[src/rtl/uo_out_arbiter.sv]
// Round-robin arbiter sharing one registered output byte among NREQ
// requesters. Each granted byte is held on out_data for HOLD cycles.
//
// state  | meaning
// -------+---------------------------------------------------------------
// S_IDLE | busy=0; may grant the next valid requester when ena=1
// S_HOLD | busy=1; hold window running, req_ready all low, timer counts down
module uo_out_arbiter #(
   parameter int NREQ = 4,
   parameter int DW   = 8,
   parameter int HOLD = 2,
   localparam int IDW = (NREQ > 1) ? $clog2(NREQ) : 1
) (
   input  logic               clk,
   input  logic               rst_n,
   input  logic               ena,
   input  logic [NREQ-1:0]    req_valid,
   input  logic [NREQ*DW-1:0] req_data,
   output logic [NREQ-1:0]    req_ready,
   output logic [DW-1:0]      out_data,
   output logic               out_strobe,
   output logic [IDW-1:0]     out_grant_id,
   output logic               busy
);

   localparam int CW = 8;

   typedef enum logic {
      S_IDLE = 1'b0,
      S_HOLD = 1'b1
   } state_t;

   state_t           state_q, state_d;
   logic [CW-1:0]    cnt_q, cnt_d;
   logic [IDW-1:0]   last_grant_q, last_grant_d;
   logic [DW-1:0]    out_data_q, out_data_d;
   logic [IDW-1:0]   grant_id_q, grant_id_d;
   logic             strobe_q, strobe_d;

   logic             found;
   logic [IDW-1:0]   win_idx;
   logic [IDW-1:0]   cur;
   logic             grant_en;
   logic [DW-1:0]    sel_data;

   // Round-robin search starting just after the last granted requester.
   always_comb begin
      found   = 1'b0;
      win_idx = '0;
      cur     = last_grant_q;
      for (int k = 0; k < NREQ; k++) begin
         cur = (cur == IDW'(NREQ - 1)) ? '0 : cur + IDW'(1);
         if (!found && req_valid[cur]) begin
            found   = 1'b1;
            win_idx = cur;
         end
      end
   end

   // Ready goes to the winner only; it never looks at req_data.
   always_comb begin
      grant_en  = (state_q == S_IDLE) && ena && found;
      req_ready = '0;
      if (grant_en) begin
         req_ready[win_idx] = 1'b1;
      end
   end

   // Mux the winning requester's byte.
   always_comb begin
      sel_data = '0;
      for (int i = 0; i < NREQ; i++) begin
         if (win_idx == IDW'(i)) begin
            sel_data = req_data[i*DW +: DW];
         end
      end
   end

   // Next-state, hold timer and output register updates.
   always_comb begin
      state_d      = state_q;
      cnt_d        = cnt_q;
      last_grant_d = last_grant_q;
      out_data_d   = out_data_q;
      grant_id_d   = grant_id_q;
      strobe_d     = 1'b0;
      case (state_q)
         S_IDLE: begin
            if (grant_en) begin
               out_data_d   = sel_data;
               grant_id_d   = win_idx;
               last_grant_d = win_idx;
               strobe_d     = 1'b1;
               cnt_d        = CW'(HOLD - 1);
               // HOLD=1 stays in IDLE so a grant can occur every cycle.
               if (HOLD > 1) begin
                  state_d = S_HOLD;
               end
            end
         end
         S_HOLD: begin
            if (cnt_q <= CW'(1)) begin
               cnt_d   = '0;
               state_d = S_IDLE;
            end else begin
               cnt_d = cnt_q - CW'(1);
            end
         end
         default: begin
            state_d = S_IDLE;
            cnt_d   = '0;
         end
      endcase
   end

   // State and output registers; reset points the pointer at NREQ-1 so
   // requester 0 wins first.
   always_ff @(posedge clk or negedge rst_n) begin
      if (!rst_n) begin
         state_q      <= S_IDLE;
         cnt_q        <= '0;
         last_grant_q <= IDW'(NREQ - 1);
         out_data_q   <= '0;
         grant_id_q   <= '0;
         strobe_q     <= 1'b0;
      end else begin
         state_q      <= state_d;
         cnt_q        <= cnt_d;
         last_grant_q <= last_grant_d;
         out_data_q   <= out_data_d;
         grant_id_q   <= grant_id_d;
         strobe_q     <= strobe_d;
      end
   end

   assign out_data     = out_data_q;
   assign out_strobe   = strobe_q;
   assign out_grant_id = grant_id_q;
   assign busy         = (state_q == S_HOLD);

endmodule

[config.mk]
export PLATFORM = sky130hd
export DESIGN_NAME = uo_out_arbiter
export DESIGN_NICKNAME = d
export VERILOG_FILES = /design/src/rtl/uo_out_arbiter.sv
export SDC_FILE = /design/constraint.sdc
export NUM_CORES = 1
export LEC_CHECK = 0
export CAP_MARGIN = 20
export CELL_PAD_IN_SITES_DETAIL_PLACEMENT = 0
export CELL_PAD_IN_SITES_GLOBAL_PLACEMENT = 1
export CORE_MARGIN = 5
export CORE_UTILIZATION = 25
export DETAILED_ROUTE_END_ITERATION = 10
export GPL_ROUTABILITY_DRIVEN = 1
export PLACE_DENSITY_LB_ADDON = 0.1
export SYNTH_ARGS = -nofsm -noshare
export SYNTH_HDL_FRONTEND = slang
export SYNTH_SLANG_ARGS = --single-unit
[constraint.sdc]
create_clock -name clk -period 2.4 [get_ports clk]
set_input_delay 0.6 -clock clk [delete_from_list [all_inputs] [get_ports clk]]
set_output_delay 0.6 -clock clk [all_outputs]
set_load 0.01 [all_outputs]
# ---- Word-level counts from Yosys, hierarchy flattened
# Cells that the tools add are included.
dict set report totals {
  word_cells 72
  reg_bits 22
  inputBits 39
  output_inout_bits 16
}
dict set report op_classes {
  order_cmp 7
  add_sub_neg 5
  reduce_logical 11
  eq_ne 8
  muxes 34
  bitwise 1
}
# op count
set ops {}
lappend ops {{8-bit two-way mux} 6}
lappend ops {{2-bit two-way mux} 8}
lappend ops {{8-bit one-hot mux with 2 select lines} 1}
lappend ops {{2-bit by 3-bit less-than comparator with 1-bit output, second input constant} 5}
lappend ops {{2-bit == test, second input constant} 6}
lappend ops {{1-bit two-way mux} 12}
lappend ops {{2-bit by 1-bit adder with 2-bit output, second input constant} 4}
lappend ops {{1-bit binary-select mux with 2-bit select} 4}
lappend ops {{8-bit by 1-bit less-or-equal comparator with 1-bit output, second input constant} 1}
lappend ops {{8-bit by 1-bit subtractor with 8-bit output, second input constant} 1}
lappend ops {{1-bit logical AND} 6}
lappend ops {{4-bit two-way mux} 1}
lappend ops {{1-bit zero test} 3}
lappend ops {{1-bit demux with 2-bit select} 1}
lappend ops {{2-bit by 1-bit == test with 1-bit output, second input constant} 1}
lappend ops {{2-bit by 1-bit greater-or-equal comparator with 1-bit output, second input constant} 1}
lappend ops {{2-bit zero test} 1}
lappend ops {{2-bit != test, second input constant} 1}
lappend ops {{1-bit one-hot mux with 2 select lines} 1}
lappend ops {{2-bit AND reduction} 1}
lappend ops {{1-bit inverter} 1}

# ---- Longest topological paths before layout
# Gate-level depths: netlist of run 1.
dict set report logic_depth {
  depth_word 19
  mapped_depth 8
  ltp_nobuf 7
}

# ---- Least setup slack after synthesis of run 1
# OpenSTA, ideal clock, no wires.
dict set report synth_path {
  path_type {register -> output}
  start {register last_grant_q[0]}
  end {output req_ready[1]}
  slack_ps 121
  arrival_ps 1679
  required_time_ps 1800
  stages_incl_launch_ff 7
  cell_sequence {dfstp_2 -> ha_1 -> o21ai_0 -> a221oi_1 -> or2_2 -> nand2_1 -> nor2_1}
}
dict set report synth_between {
  elab_chain_cells 19
  elab_cells_between_ends 41
  cone_classes {4 x add/sub; 2 x order compare; 4 x eq/ne; 23 x mux; 8 x reduce/logical}
}
# item line_no
set synth_lines {}
lappend synth_lines {{start, declared} 35} ;# logic [IDW-1:0] last_grant_q, last_grant_d;
lappend synth_lines {{start signal, assigned} 122} ;# last_grant_q <= IDW'(NREQ - 1);
lappend synth_lines {{start signal, assigned} 129} ;# last_grant_q <= last_grant_d;
lappend synth_lines {{2-bit by 1-bit adder with 2-bit output or 2-bit == test (tied branches)} 52} ;# cur = (cur == IDW'(NREQ - 1)) ? '0 : cur + IDW'(1);
lappend synth_lines {{2-bit two-way mux *} 52}
lappend synth_lines {{parallel branches: the longest is 16 deep, another holds 2-bit by 3-bit less-than comparator with 1-bit output} n/a}
lappend synth_lines {{4-bit two-way mux *} 64} ;# if (grant_en) begin
lappend synth_lines {{end, declared} 19} ;# output logic [NREQ-1:0] req_ready,
# Every way passes the cells marked *. The select of a mux whose other input is x is not followed.

# ---- Final worst setup path of run 1
dict set report layout_path {
  start {register last_grant_q[0]}
  end {output req_ready[2]}
}
# The elaborated chain is that of the path after synthesis.

==> metrics.txt, run 1 <==
leak pwr 1.039 nW; hpwl dp 3.483 mm; Rel. slew slack 67.44%; critical path launch point type flip-flop; routed length on met1 2.233 mm; failing checks setup timing; Post-synth EDFFs 0; Mapped Nets 189; Post-Syn Instances 147; IO Pins 55; Slew Viols, Final 0; Design Power 1.066 mW; leading area contributor after synthesis dfrtp_1; Worst-path clk slew 90 ps; ys flop type dfrtp_1; pwr dens 434.5 nW/um2; most frequent cells after synthesis dfrtp_1 (20), nand2_1 (16), o21ai_0 (13); post-layout util 44.83%; fin crit share 104.7%; Critical Path Max Stage Delay 400 ps; Crit. End Element output port; met2 WL 2.051 mm; hold crit path type flip-flop to flip-flop; initial antenna violation count 0; Final Hold Fails 0; root buf cell clkbuf_8; number of global-route vias before repair 1521; critical path cell sequence ha_4 > or2_4 > a2111oi_4 > buf_4 > nor2_4 > nand2_4 > nor2_2 > buf_2; n_diodes 0; multi-input combinational cell area 872.1 um2; DIE WIDTH 84.74 um; Pre-antenna DRT Iters 4; Final Setup Violations 4; share of layout cells above drive strength 1 32.37%; drt via density 4.591; slew of the pin with the lowest slew margin 488.4 ps; Num CTS Buffers 3; Critical Path RT 1800 ps; Die Y-Extent 84.74 um; Nets 284; RSZ-0062 raised after global routing yes; Max Used Layer met4; clk sinks 22; largest fanout on the critical path 4; DRC violations left 0; status finished with violations; Rows 27; flops & latches, synth 22; top cells by area, synth dfrtp_1 (36%), mux2i_1 (5.7%), o21ai_0 (4.7%), nand2_1 (4.3%), dfstp_2 (3.8%); sequential cell area 553.0 um2; clock period minus worst slack 2513 ps; worst-skew pair later-pin latency 270 ps; DRT Wirelength 4.583 mm; Die Area 7180 um2; most common cell in the netlist dfrtp_1; critical path arrival 1910 ps; Initial Utilization 25.51%; slowest stage cell, crit path dfstp_2; async set-reset flop share out of synthesis 100.0%; number of H-tree levels 1; Seq/Total Area, Yosys 39.61%; I/O Buffers 54; first-pass GRT wire length 7.479 mm; crit path kind flip-flop to output port; average wire per standard cell 14.64 um; fmax 0.3979 GHz; Mean Syn Cell Area 9.499 um2; pre-CTS WS -780.7 ps; largest net degree at the start of global routing 23; total core area 5473 um2; Initial DRC Count 47; top-area cell type share of the netlist area 35.84%; yosys warns 0; remaining global-route overflow 0; Final WS setup -113.1 ps; CTS tree built; post-route ant nets 0; area grow syn2layout 75.72%; routed wire length on met3 233 um; Fillers 557; DR vias 1437; Layout Skew 8.468 ps; Clock Tree Buf Depth 2; GP Congestion 0.7859; Peak VDD IR 234.6 uV; Mapped Area 1396 um2; GRT Total Usage 12.86%; Max Cap Viol 0; post-synth cell types 43
[layer usage]
metal,GRT usage [%],vias to the layer above
li1,-,734
met4,4.604,0
met3,2.944,6
met5,0,-
met2,19.79,39
met1,17.57,658
[cell usage in the layout (no fill, tap or decap), types with 2 or more instances in the layout]
cell             synthesis  layout
nand4_1                  3       3
nor3_1                   3       3
clkdlybuf4s50_1          0      45
nor2_2                   1       4
o21ai_1                  7       7
o21ai_0                 13      12
buf_6                    1       4
dfstp_2                  2       2
nor2_1                  11       6
mux2i_1                  8       8
buf_2                    0       3
dlygate4sd2_1            0       2
nor2b_1                  2       2
nand2_4                  0       3
nand2_1                 16      14
o31ai_1                  3       3
clkbuf_8                 0       3
buf_4                    1      38
inv_1                    4       4
o211ai_1                 7       7
nand2b_1                 4       4
nand3_1                  5       5
a32oi_1                  3       3
or2_4                    1       3
a211o_1                  5       5
dfrtp_1                 20      20
nor2_4                   1       3
ha_1                     3       2
clkdlybuf4s15_1          0       2
[worst paths after layout]
| kind | slack, ps | from | to | cells after the start |
|---|---|---|---|---|
| setup / recovery | -110 | last_grant_q[0] | req_ready[2] | 8 |
| hold / removal | 490 | out_grant_id[0] | out_grant_id[0] | 2 |
| setup reg to reg | 50 | last_grant_q[0] | out_data[3] | 14 |
| hold reg to reg | 490 | out_grant_id[0] | out_grant_id[0] | 2 |
| max in group asynchronous | 1440 | rst_n | last_grant_q[1] | 2 |
| min in group asynchronous | 670 | rst_n | cnt_q[2] | 2 |
[report_power, final]
group | internal (mW) | switching, mW
combinational | 0.181 | 0.132
clock | 0.223 | 0.129
sequential | 0.390 | 0.0110
[layout make-up]
class,count,area share [%]
multi-input combinational,115,35.54
timing repair buffer,95,34.47
sequential,22,22.54
tap,72,3.672
clock buffer,3,1.683
clock inverter,1,1.224
inverter,5,0.8669
[flip-flops by register name, summed over array words and instances, names as in the netlist]
| signal | cells |
|---|---|
| out_data | 8 |
| last_grant_q | 2 |
| out_grant_id | 2 |
| busy | 1 |
| cnt_q | 8 |
| out_strobe | 1 |
[cell families (layout without fill, tap and decap cells)]
logic type                 count (synthesis)  count (layout)  synth area share [%]
AOI/OAI and AO/OA                         50              50                 28.50
adders and majority gates                  3               3                 2.688
buffers and inverters                     10             104                 3.494
DFF                                       22              22                 39.61
muxes                                      8               8                 5.735
and+or+nand+nor                           54              54                 19.98
[critical path: cells and delay by family, from the launching register on]
family / cells / cell delay, ps
compound gates: 1 / 370
simple gates: 4 / 410
buf+inv: 2 / 310
flops: 1 / 400
fa+ha+maj: 1 / 160
[metrics by stage]
step / TNS (ps) / hold WS, ps / instances / cell area, um2
after floorplan: 0 / 304.4 / 147 / 1396
after global placement: -3963 / 463.9 / 299 / 2230
after detailed placement: -3932 / 469.5 / 299 / 2230
after CTS: -472.9 / 494.6 / 313 / 2402
after global routing: -1134 / 510.9 / 313 / 2454
final: -428.2 / 485.7 / 313 / 2454
[timing repair]
action	CTS	global route
buffers inserted	10	0
hold buffers	0	0
gates cloned	0	0
endpoints found under the setup margin	4	9
resized for setup	33	15
pin swaps	16	9
(Power assumes the default switching activity.)
==> run 2: changes to the inputs <==
--- a/config.mk
+++ b/config.mk
@@ -12,6 +12,7 @@
 export CORE_UTILIZATION = 25
 export DETAILED_ROUTE_END_ITERATION = 10
 export GPL_ROUTABILITY_DRIVEN = 1
+export MAX_ROUTING_LAYER = met4
 export PLACE_DENSITY_LB_ADDON = 0.1
 export SYNTH_ARGS = -nofsm -noshare
 export SYNTH_HDL_FRONTEND = slang
==> run 2 against run 1 <==
Highest routed layer unchanged; the run still ends with setup timing left; largest cell class unchanged; critical path type unchanged; clock skew stayed put; register-to-register slack about the same; cell area did not move; setup slack about the same; via count unchanged; utilization unchanged; first-iteration DRC count did not move; flip-flop and latch count did not move; global-route usage is 0.38 points higher; sequential power hardly changed; worst hold slack did not move.
==> metrics.txt, run 2 (synthesis gave the netlist of run 1 again) <==
hpwl dp 3.483 mm; DRT Wirelength 4.583 mm; share of layout cells above drive strength 1 32.37%; Clock Tree Buf Depth 2; DRC violations left 0; Layout Skew 8.468 ps; hold slack 485.7 ps; clock period minus worst slack 2513 ps; number of H-tree levels 1; Critical Path RT 1800 ps; largest net degree at the start of global routing 23; Initial Utilization 25.51%; worst-skew pair later-pin latency 270 ps; DIE WIDTH 84.74 um; largest fanout on the critical path 4; critical path launch point type flip-flop; clk sinks 22; Rel. slew slack 67.44%; cts hold-fix bufs 0; M2 GR Usage 19.79%; number of global-route vias before repair 1521; DR vias 1437; I/O Buffers 54; post-route ant nets 0; Final Hold Fails 0; crit path kind flip-flop to output port; drt via density 4.591; post-layout util 44.83%; remaining global-route overflow 0; GRT Total Usage 13.25%; leak pwr 1.039 nW; hold crit path type flip-flop to flip-flop; Final WS setup -113.1 ps; total core area 5473 um2; Final Cell Area 2454 um2; Pre-antenna DRT Iters 4; area grow syn2layout 75.72%; Die Y-Extent 84.74 um; Fillers 557; most common cell after layout, fill and taps aside clkdlybuf4s50_1; Num CTS Buffers 3; Peak VDD IR 234.6 uV; Die Area 7180 um2; slew of the pin with the lowest slew margin 488.4 ps; global route hottest layer met2; IO Pins 55; Max Cap Viol 0; non-filler cells, final 313; Final Setup Violations 4; fin crit share 104.7%; Initial DRC Count 47; Rows 27; average wire per standard cell 14.64 um; global-route met1 utilization 17.75%; pwr dens 434.6 nW/um2; Slew Viols, Final 0; initial antenna violation count 0; met3 Usage GRT 2.650%; Worst-path clk slew 90 ps; GP Congestion 0.7969; first-pass GRT wire length 7.479 mm; CTS tree built; root buf cell clkbuf_8; n_diodes 0; RSZ-0062 raised after global routing yes; commonest cells after routing, fill and taps aside clkdlybuf4s50_1 (45), buf_4 (38), dfrtp_1 (20), nand2_1 (14), o21ai_0 (12); pre-CTS WS -780.7 ps; fmax 0.3979 GHz; placed instance area 2230 um2; Nets 284; failing checks setup timing; Crit. End Element output port; placed instance count 299; status finished with violations; critical path arrival 1910 ps
==> run 2: cell counts in the layout (fill, tap and decap cells not counted) <==
Identical to the previous run, type by type.
==> run 2: final cells by class <==
class | count | area [um2] | share of cell area (%)
timing repair buffer | 95 | 845.8 | 34.47
inverter | 5 | 21.27 | 0.8669
clock buffer | 3 | 41.29 | 1.683
sequential | 22 | 553.0 | 22.54
tap | 72 | 90.09 | 3.672
multi-input combinational | 115 | 872.1 | 35.54
clock inverter | 1 | 30.03 | 1.224
==> run 2: layer usage <==
| layer | wire length [um] | share of wire [%] |
|---|---|---|
| met5 | 0 | 0 |
| met1 | 2256 | 49 |
| met2 | 2052 | 45 |
| met4 | 64 | 1.4 |
| met3 | 210 | 4.6 |
==> run 2: final timing paths <==
kind / from / end / slack [ps] / cells after the start
setup / recovery: last_grant_q[0] / req_ready[2] / -110 / 8
hold / removal: out_grant_id[0] / out_grant_id[0] / 490 / 2
setup reg to reg: last_grant_q[0] / out_data[3] / 50 / 14
hold reg to reg: out_grant_id[0] / out_grant_id[0] / 490 / 2
max in group asynchronous: rst_n / last_grant_q[1] / 1440 / 2
min in group asynchronous: rst_n / cnt_q[2] / 670 / 2
==> run 2: power by group <==
part	leakage, nW	switching [mW]	internal [mW]
Combinational	0.739	0.132	0.181
Clock	0.0357	0.129	0.223
Sequential	0.264	0.0110	0.390
==> run 2: through the flow <==
stage,TNS (ps),total power [mW]
after detailed placement,-3932,0.6963
after floorplan,0,0.5189
after global placement,-3963,0.6937
after global routing,-1133,1.119
final,-430.3,1.066
after CTS,-472.9,1.074
==> run 2: worst max-delay path, cell delays in order, from the launching register on <==
cell	delay, ps
dfstp_2	400
ha_4	160
or2_4	250
a2111oi_4	370
buf_4	180
nor2_4	40
nand2_4	70
nor2_2	50
buf_2	130
==> run 2: timing repair <==
item / in CTS / in global routing
endpoints found under the setup margin: 4 / 9
gates resized for setup: 33 / 15
cloned: 0 / 0
setup buffers: 10 / 0
pin swaps: 16 / 9
==> run 3: changes to the inputs <==
--- a/config.mk
+++ b/config.mk
@@ -10,6 +10,7 @@
 export CELL_PAD_IN_SITES_GLOBAL_PLACEMENT = 1
 export CORE_MARGIN = 5
 export CORE_UTILIZATION = 25
+export CTS_BUF_LIST = sky130_fd_sc_hd__clkbuf_8
 export DETAILED_ROUTE_END_ITERATION = 10
 export GPL_ROUTABILITY_DRIVEN = 1
 export MAX_ROUTING_LAYER = met4
==> results of run 3 <==
Same layout as run 2: the final DEF is identical, and so are final timing and power.
